$ cat src/rtl/mem_modport.sv
// mem_modport: 32x8 single-port synchronous RAM with registered, read-before-write output
module mem_modport #(
    parameter int ADDR_WIDTH = 5,
    parameter int DATA_WIDTH = 8,
    parameter int DEPTH      = 2**ADDR_WIDTH
) (
    input  logic                  clk,
    input  logic                  rst_n,
    input  logic                  read,
    input  logic                  write,
    input  logic [ADDR_WIDTH-1:0] addr,
    input  logic [DATA_WIDTH-1:0] data_in,
    output logic [DATA_WIDTH-1:0] data_out
);
    logic [DATA_WIDTH-1:0] mem_q [DEPTH];
    logic [DATA_WIDTH-1:0] mem_d [DEPTH];
    logic [DATA_WIDTH-1:0] data_out_q, data_out_d;

    always_comb begin
        mem_d = mem_q;
        if (write) mem_d[addr] = data_in;
        data_out_d = read ? mem_q[addr] : data_out_q;
    end

    always_ff @(posedge clk or negedge rst_n) begin
        if (!rst_n) begin
            mem_q      <= '{default: '0};
            data_out_q <= '0;
        end else begin
            mem_q      <= mem_d;
            data_out_q <= data_out_d;
        end
    end

    assign data_out = data_out_q;
endmodule

$ cat config.mk
export PLATFORM = sky130hd
export DESIGN_NAME = mem_modport
export DESIGN_NICKNAME = d
export VERILOG_FILES = /design/src/rtl/mem_modport.sv
export SDC_FILE = /design/constraint.sdc
export NUM_CORES = 1
export LEC_CHECK = 0
export BUFFER_PORTS_ARGS = -buffer_cell sky130_fd_sc_hd__buf_2
export CORE_MARGIN = 4
export CORE_UTILIZATION = 60
export CTS_CLUSTER_SIZE = 25
export DETAILED_ROUTE_END_ITERATION = 8
export PLACE_DENSITY = 0.83
export SLEW_MARGIN = 20
export SYNTH_ARGS = -nofsm -noshare
export SYNTH_HDL_FRONTEND = slang
export SYNTH_SLANG_ARGS = --single-unit
$ cat constraint.sdc
create_clock -name clk -period 2 [get_ports clk]
set_input_delay 0.2 -clock clk [delete_from_list [all_inputs] [get_ports clk]]
set_output_delay 0.2 -clock clk [all_outputs]
set_load 0.1 [all_outputs]
# --- Yosys cells after proc, flatten, opt, wreduce, memory -nomap -nowiden ---
# Index checks and enable logic that the tools add are counted.
word_totals:
  reg_bits: 264
  latchBits: 0
  mem_bits_rw: 0
  mem_bits_ro: 0
  in_bits: 17
  output_inout_bits: 8
  mem_count: 0
op_classes:
  n_addsub: 0
  n_mul: 0
  n_div: 0
  magnitude_cmp: 2
  n_eq_ne: 0
  n_shift: 0
  n_mux: 6
  bitwise: 1
  n_reduce_logical: 1
op_table:
  columns: ["cell", "count"]
  rows:
  - ["bitwise mux 256 bit", 1]
  - ["binary-select mux 8 bit (select 5 bit)", 1]
  - ["demux 8 bit (select 5 bit)", 1]
  - ["two-way mux 8 bit", 3]
  - [">= comparator 6 bit (second input constant)", 1]
  - ["less-than comparator 6 x 1 -> 1 bit (second input constant)", 1]
  - ["NOT 5 -> 6 bit", 1]
  - ["logical AND 1 bit", 1]

# --- Longest topological paths before layout ---
# Gate-level depths: netlist of the first run.
logic_depth:
  depth_word: 6
  ltp_mapped: 8
  depth_no_buf: 5

# --- Worst setup path before layout of the first run ---
# Ideal clock, no wire load.
synth_path:
  path_type: "input -> register"
  start: "input port addr[1]"
  end: "register mem_q[32] (netlist name)"
  setup_time_ps: 125
  t_arrival_ps: 1591
  required_ps: 1875
  setup_slack_ps: 284
  path_stages: 5
  n_path_buf: 2
  cell_sequence: "buf_2 buf_2 nand3_4 nor2_8 mux2_4"
synth_via:
  elab_chain_cells: 6
  elab_cells_between_ends: 7
synth_rtl:
  columns: ["item", "line", "text"]
  rows:
  - ["start: declaration", "11", "input logic [ADDR_WIDTH-1:0] addr,"]
  - ["NOT 5 -> 6 bit (implied by the code) *", "21", "if (write) mem_d[addr] = data_in;"]
  - [">= comparator 6 bit (implied by the code) or less-than comparator 6 x 1 -> 1 bit (tied branches)", "21", null]
  - ["logical AND 1 bit (implied by the code)", "21", null]
  - ["two-way mux 8 bit (implied by the code)", "21", null]
  - ["demux 8 bit (select 5 bit) *", "21", null]
  - ["bitwise mux 256 bit *", "21", null]
  - ["end signal: assignment", "30", "mem_q <= mem_d;"]
  - ["end: declaration", "15", "logic [DATA_WIDTH-1:0] mem_q [DEPTH];"]
# Every way passes the cells marked *; elsewhere a longest branch is shown, timed or not.
# A chain may end at the register's enable or synchronous reset.

# --- Final worst setup path of the first run ---
layout_path:
  start: "register mem_q[76] (netlist name)"
  end: "register data_out_q[4] (netlist: data_out[4])"
layout_via:
  elab_chain_cells: 3
layout_rtl:
  columns: ["item", "line", "text"]
  rows:
  - ["binary-select mux 8 bit (select 5 bit)", "22", "data_out_d = read ? mem_q[addr] : data_out_q;"]
  - ["two-way mux 8 bit (implied by the code) (2 in a row)", "22", null]
  - ["end signal: assignment", "31", "data_out_q <= data_out_d;"]
  - ["end: declaration", "17", "logic [DATA_WIDTH-1:0] data_out_q, data_out_d;"]
# Every way passes these cells. The select of a mux whose other input is x is not followed.

==> results of run 1 <==
[routing by layer]
metal / wire length [um] / share of wire / global-route usage / vias to the layer above
li1: - / - / - / 3028
met2: 13770 / 0.50 / 0.4271 / 195
met3: 1300 / 0.047 / 0.03561 / 61
met1: 11600 / 0.42 / 0.3556 / 3781
met5: 0 / 0 / 0 / -
met4: 876 / 0.032 / 0.07525 / 0
[cell usage in the layout (no fill, tap or decap), types with 3 or more instances in the layout]
master	n
sky130_fd_sc_hd__buf_12	8
sky130_fd_sc_hd__clkbuf_8	10
sky130_fd_sc_hd__buf_4	42
sky130_fd_sc_hd__mux2_4	8
sky130_fd_sc_hd__a21oi_1	8
sky130_fd_sc_hd__mux4_2	39
sky130_fd_sc_hd__mux2i_1	18
sky130_fd_sc_hd__nand2b_1	3
sky130_fd_sc_hd__nor2_1	17
sky130_fd_sc_hd__a22o_1	12
sky130_fd_sc_hd__buf_2	21
sky130_fd_sc_hd__nor2_2	12
sky130_fd_sc_hd__clkbuf_16	29
sky130_fd_sc_hd__nor2_4	4
sky130_fd_sc_hd__nor2_8	8
sky130_fd_sc_hd__a31oi_1	9
sky130_fd_sc_hd__nand3_1	5
sky130_fd_sc_hd__o221ai_1	6
sky130_fd_sc_hd__dfrtp_1	264
sky130_fd_sc_hd__mux4_1	14
sky130_fd_sc_hd__a22oi_1	8
sky130_fd_sc_hd__clkbuf_1	9
sky130_fd_sc_hd__nand2_1	13
sky130_fd_sc_hd__mux2_2	253
[state kept, by name, summed over array words and instances (netlist names)]
signal and flops:
data_out 8, mem_q 256
[power groups by stage]
stage                     Clock, uW  Sequential (uW)  Combinational [uW]
after floorplan                   0             6940                1680
after global routing           5430             7020                2610
after detailed placement          0             7000                2430
final                          5100             6920                2430
after CTS                      5190             6920                2450
after global placement            0             6880                2310
[worst register-to-register path: cells and delay by family, from the launching register on]
| family | cells | cell delay [ns] |
|---|---|---|
| multiplexers | 1 | 0.52 |
| flip-flops | 1 | 0.39 |
| AO/OA/AOI/OAI | 2 | 0.39 |
| AND/OR/NAND/NOR | 1 | 0.30 |
[cells by family after synthesis]
logic type / Yosys count / share of synthesized area
AND/OR/NAND/NOR: 83 / 0.04824
flip-flops: 264 / 0.5396
multiplexers: 332 / 0.3590
buffers and inverters: 58 / 0.02391
AO/OA/AOI/OAI: 49 / 0.02923
[worst max-delay path by stage]
stage	from	to	slack, ns	cells past startpoint
floorplan	addr[1]	mem_q[32]	0.28	5
global placement	addr[0]	data_out[4]	-0.1	6
detailed placement	addr[0]	data_out[4]	-0.12	6
CTS	mem_q[156]	data_out[4]	0.28	4
global route	mem_q[84]	data_out[4]	0.20	4
finish	mem_q[76]	data_out[4]	0.26	4
[final cells by class]
type	count	area, um^2	area share
flip-flops and latches	264	6606	0.4780
multi-input cells	464	5344	0.3867
clock buffers	48	897.1	0.06492
clock inverters	2	35.03	0.002535
repair buffers	73	605.6	0.04382
well taps	265	331.6	0.02399
[through the flow]
step | power (uW) | util | setup slack [ns]
after floorplan | 8621 | - | 0.2838
after global placement | 9191 | 0.6510 | -0.09993
after detailed placement | 9430 | 0.6510 | -0.1239
after CTS | 14560 | 0.6986 | 0.2821
after global routing | 15060 | 0.6986 | 0.2046
final | 14450 | 0.6986 | 0.2623
[timing repair]
action | CTS | global route
hold endpoints to repair | 89 | 0
endpoints found under the setup margin | 0 | 0
hold buffers | 1 | 0
==> results.cfg, run 1 <==
[finish]
syn_to_final_growth_pct = 12.88
fill_cells = 1261
layoutNonFillerInstCount = 1116
final_cell_area_um2 = 13820
final_nets = 848
num_antenna_cells = 0
drive_above_1_share = 0.5170

[pwr]
cellLeakagePower_uw = 0.006340
switching_share = 0.2489
power_frac_comb = 0.168
cell_internal_power_dissipation_uw = 10850
power-per-cell-area_nw_per_um2 = 1046
power_switching_uw = 3596
power.clock.fraction = 0.353
seq_power_share = 0.479
ir_worst_vdd_mv = 0.6748

[critical_path]
cp_slowest_cell = sky130_fd_sc_hd__mux4_1
worst-setup-path-type = flip-flop to flip-flop
rr_startpoint = mem_q[76]
cp_data_required_time_ns = 2.39
r2r-end = data_out[4]
kind_of_cell_adding_the_most_delay_to_the_critical_path = multiplexers
critical_path.startpoint_type = flip-flop
reg2regPathDepth = 4
worst_ep_arrival_time_ns = 2.13
path_cells = mux4_1, a22o_1, nor2_1, a31oi_1
ff2ff_setup_slack_ns = 0.26
timing.critical_path.slowest_cell_delay_ns = 0.52
crit_fanout = 2
timing.critical_path.buf_inv = 0
worst_setup_path_end_kind = flip-flop

[place]
place.detailed.instances = 1065
detailed_place.area_um2 = 12880
number_of_buffer_cells_added_on_primary_ports = 24
dpl.hpwl_um = 18540
globalplace.congestion = 0.8678

[clock_network]
clock_tree.root_cell = sky130_fd_sc_hd__clkbuf_16
cts.reportedPaths.clkPinSlew_ns = 0.06
tritoncts.num_buffers = 28
tritoncts_clock_tree = built
clock_path_buffers = 3
cts.sinks = 264
cts_post_setup_buffers_inserted = 0
clock_tree.htree_level_count = 1
insertion_delay_ns = 0.53
cts_repair_resize_count = 0

[route]
drt-vias-per-instance = 6.331
detail_route.drc_violations = 0
routed_wirelength_um = 27550
drt_iter0_markers = 475
route.antenna.remaining_nets = 0
wl_per_cell_um = 24.69
drtPass1Iterations = 5
vias = 7065

[timing]
grt_setup_unrepaired = false
post-route-min-period_ns = 1.738
fin_skew_ns = 0.005148
setup_viol = 0
slew_violations = 0
max_clock_freq_ghz = 0.5755
final.hold.worst_slack_ns = 0.1324
report.final.hold_viol_count = 0
min_period_over_period = 0.8688
worstMarginPinSlew_ns = 0.7129
timing.setup.tns_ns = 0
timing.slew.headroom = 0.5247

[logic_synthesis]
postSynth.topFlopCell = sky130_fd_sc_hd__dfrtp_1
netlist-cell-type-count = 44
async_sr_flop_fraction = 1.000
synth-seq-cells = 264
synthCells = 786
yosys_warnings = 0
yosys.area.top_type = sky130_fd_sc_hd__dfrtp_1
post-synth-top-area-fraction = 0.5396
synth_sequential_area_ratio = 0.5396
synth_enable_flop_cells = 0
syn_avg_cell_area_um2 = 15.58
post_syn_nets = 803
netlist_top_cells_count = sky130_fd_sc_hd__dfrtp_1 (264), sky130_fd_sc_hd__mux2_2 (253), sky130_fd_sc_hd__mux4_2 (39), sky130_fd_sc_hd__clkbuf_1 (30), sky130_fd_sc_hd__buf_2 (21)
synth_area_um2 = 12240
most_numerous_cell_in_the_yosys_netlist = sky130_fd_sc_hd__dfrtp_1
top_post_synthesis_cells_by_area = sky130_fd_sc_hd__dfrtp_1 (54%), sky130_fd_sc_hd__mux2_2 (23%), sky130_fd_sc_hd__mux4_2 (7.2%)

[grt]
grt_first_pass_wirelength_um = 44690
grt_util_all_layers = 0.2558
grt_pass1_vias = 7837
pin_count_of_the_biggest_net_entering_global_routing = 57
antenna_found_initial = 0
globalRouteOverflowTotal = 0

[floorplanning]
die-width_um = 150.8
placeableCoreArea_um2 = 19780
top_level_ports = 25
floorplan.die_area_um2 = 22750
start_util = 0.6189
fp.dieH_um = 150.8
std_cell_rows = 51

[outcome]
outcome = finished, final reports clean

[min_path]
min-delay-start = read
hold_path_end = data_out[1]
whs_path_depth = 3
worstHoldPathType = primary input to flip-flop

[run]
max_cap_viol_count = 0
(Power assumes the default switching activity.)
==> run 2: changes to the inputs <==
--- a/config.mk
+++ b/config.mk
@@ -10,7 +10,7 @@
 export CORE_UTILIZATION = 60
 export CTS_CLUSTER_SIZE = 25
 export DETAILED_ROUTE_END_ITERATION = 8
-export PLACE_DENSITY = 0.83
+export PLACE_DENSITY = 0.87
 export SLEW_MARGIN = 20
 export SYNTH_ARGS = -nofsm -noshare
 export SYNTH_HDL_FRONTEND = slang
==> results.cfg, run 2 (synthesis results as in run 1) <==
[route]
drt_iter0_markers = 500
drtPass1Iterations = 4
route.antenna.remaining_nets = 0
routed_wirelength_um = 27940
vias = 7176
met3WireLength_um = 1639
met1Wirelength_um = 11330
highest-signal-layer = met4
detailroute.wirelength.met2_um = 13930
wl_per_cell_um = 25.31
drt-vias-per-instance = 6.500
detail_route.drc_violations = 0

[floorplanning]
placeableCoreArea_um2 = 19780
die-width_um = 150.8
top_level_ports = 25
floorplan.die_area_um2 = 22750
std_cell_rows = 51
start_util = 0.6189
fp.dieH_um = 150.8

[critical_path]
path_cells = mux4_1, a22o_1, nor2_1, a31oi_1
rr_startpoint = mem_q[144]
crit_fanout = 2
worst_setup_path_end_kind = flip-flop
cp_slowest_cell = sky130_fd_sc_hd__mux4_1
critical_path.startpoint_type = flip-flop
worst_ep_arrival_time_ns = 2.16
worst-setup-path-type = flip-flop to flip-flop
r2r-end = data_out[0]
timing.critical_path.slowest_cell_delay_ns = 0.53
ff2ff_setup_slack_ns = 0.21
reg2regPathDepth = 4
cp_data_required_time_ns = 2.37
kind_of_cell_adding_the_most_delay_to_the_critical_path = multiplexers
timing.critical_path.buf_inv = 0

[timing]
report.final.hold_viol_count = 0
slew_violations = 0
post-route-min-period_ns = 1.792
setup_viol = 0
worstMarginPinSlew_ns = 0.7280
max_clock_freq_ghz = 0.5581
fin_skew_ns = 0.009460
setup_ws_ns = 0.2083
final.hold.worst_slack_ns = 0.1362
min_period_over_period = 0.8958
grt_setup_unrepaired = false
timing.slew.headroom = 0.5146

[grt]
grt_first_pass_wirelength_um = 44580
grt_util_all_layers = 0.2570
grt_pass1_vias = 7963
globalRouteOverflowTotal = 0
antenna_found_initial = 0
pin_count_of_the_biggest_net_entering_global_routing = 75

[min_path]
hold_path_end = data_out[5]
min-delay-start = read
worstHoldPathType = primary input to flip-flop
whs_path_depth = 3

[run]
max_cap_viol_count = 0

[clock_network]
cts_post_setup_buffers_inserted = 0
clock_path_buffers = 3
tritoncts.num_buffers = 27
cts_repair_resize_count = 0
insertion_delay_ns = 0.53
cts.reportedPaths.clkPinSlew_ns = 0.06
clock_tree.htree_level_count = 1
tritoncts_clock_tree = built
cts_hold_buffers = 1
cts.sinks = 264
clock_tree.root_cell = sky130_fd_sc_hd__clkbuf_16

[place]
place.detailed.instances = 1058
dpl.hpwl_um = 18280
number_of_buffer_cells_added_on_primary_ports = 24
placement.setup.worst_slack_ns = -0.06410
globalplace.congestion = 0.8685
detailed_place.area_um2 = 12850

[finish]
largest_register_ffs = 256
layoutNonFillerInstCount = 1104
fill_cells = 1259
drive_above_1_share = 0.5054
top_register = mem_q
final_cell_mix = sky130_fd_sc_hd__dfrtp_1 (264), sky130_fd_sc_hd__mux2_2 (253), sky130_fd_sc_hd__mux4_2 (39), sky130_fd_sc_hd__buf_4 (33), sky130_fd_sc_hd__clkbuf_16 (27)
final_cell_area_um2 = 13640
final_nets = 840
num_antenna_cells = 0
layout.cells.most_common = sky130_fd_sc_hd__dfrtp_1
syn_to_final_growth_pct = 11.45

[pwr]
power-per-cell-area_nw_per_um2 = 1021
report.power.total_uw = 13940
ir_worst_vdd_mv = 0.6719
cellLeakagePower_uw = 0.006237

[outcome]
outcome = finished, final reports clean
[run 2: cell count changes in the layout (fill, tap and decap cells not counted)]
cell / before / now
sky130_fd_sc_hd__clkbuf_1: 9 / 13
sky130_fd_sc_hd__buf_4: 42 / 33
sky130_fd_sc_hd__clkbuf_16: 29 / 27
sky130_fd_sc_hd__bufinv_16: 1 / 0
sky130_fd_sc_hd__buf_12: 8 / 10
sky130_fd_sc_hd__clkbuf_8: 10 / 4
[run 2: per-stage QoR]
stage                     utilization  TNS (ns)
final                          0.6898         0
after global routing           0.6898         0
after CTS                      0.6898         0
after detailed placement       0.6496  -0.06947
after global placement         0.6496         0
after floorplan                     -         0
[run 2: power by group]
| part | internal (uW) | leakage [uW] | switching (uW) |
|---|---|---|---|
| clock network | 2630 | 0.000381 | 1940 |
| registers | 6380 | 0.00337 | 558 |
| logic | 1330 | 0.00249 | 1100 |
| total | 10300 | 0.00624 | 3600 |
[run 2: worst max path at each step]
stage                     from     endpoint  slack [ns]  cells after the start
floorplan              addr[1]    mem_q[32]        0.28                      5
CTS                 mem_q[144]  data_out[0]        0.24                      4
global route        mem_q[144]  data_out[0]        0.21                      4
finish              mem_q[144]  data_out[0]        0.21                      4
detailed placement     addr[4]  data_out[0]       -0.06                      7
global placement       addr[0]  data_out[2]        0.06                      6
[run 2: worst reg2reg max path: cells and delay by family, from the launching register on]
kind | cells | cell delay (ns)
AO/OA/AOI/OAI | 2 | 0.44
flip-flops | 1 | 0.37
multiplexers | 1 | 0.53
AND/OR/NAND/NOR | 1 | 0.29
[run 2: final cells by class]
class	instances	area [um^2]	share of cell area
sequential	264	6606	0.4842
multi-input combinational	464	5344	0.3917
clock buffer	44	779.5	0.05713
timing repair buffer	66	578.1	0.04237
tap	265	331.6	0.02430
clock inverter	1	5.005	0.0003668
[run 2: layer usage]
layer	global-route usage	vias up
met4	0.09293	0
li1	-	3010
met3	0.05117	82
met5	0	-
met2	0.4267	254
met1	0.3411	3830
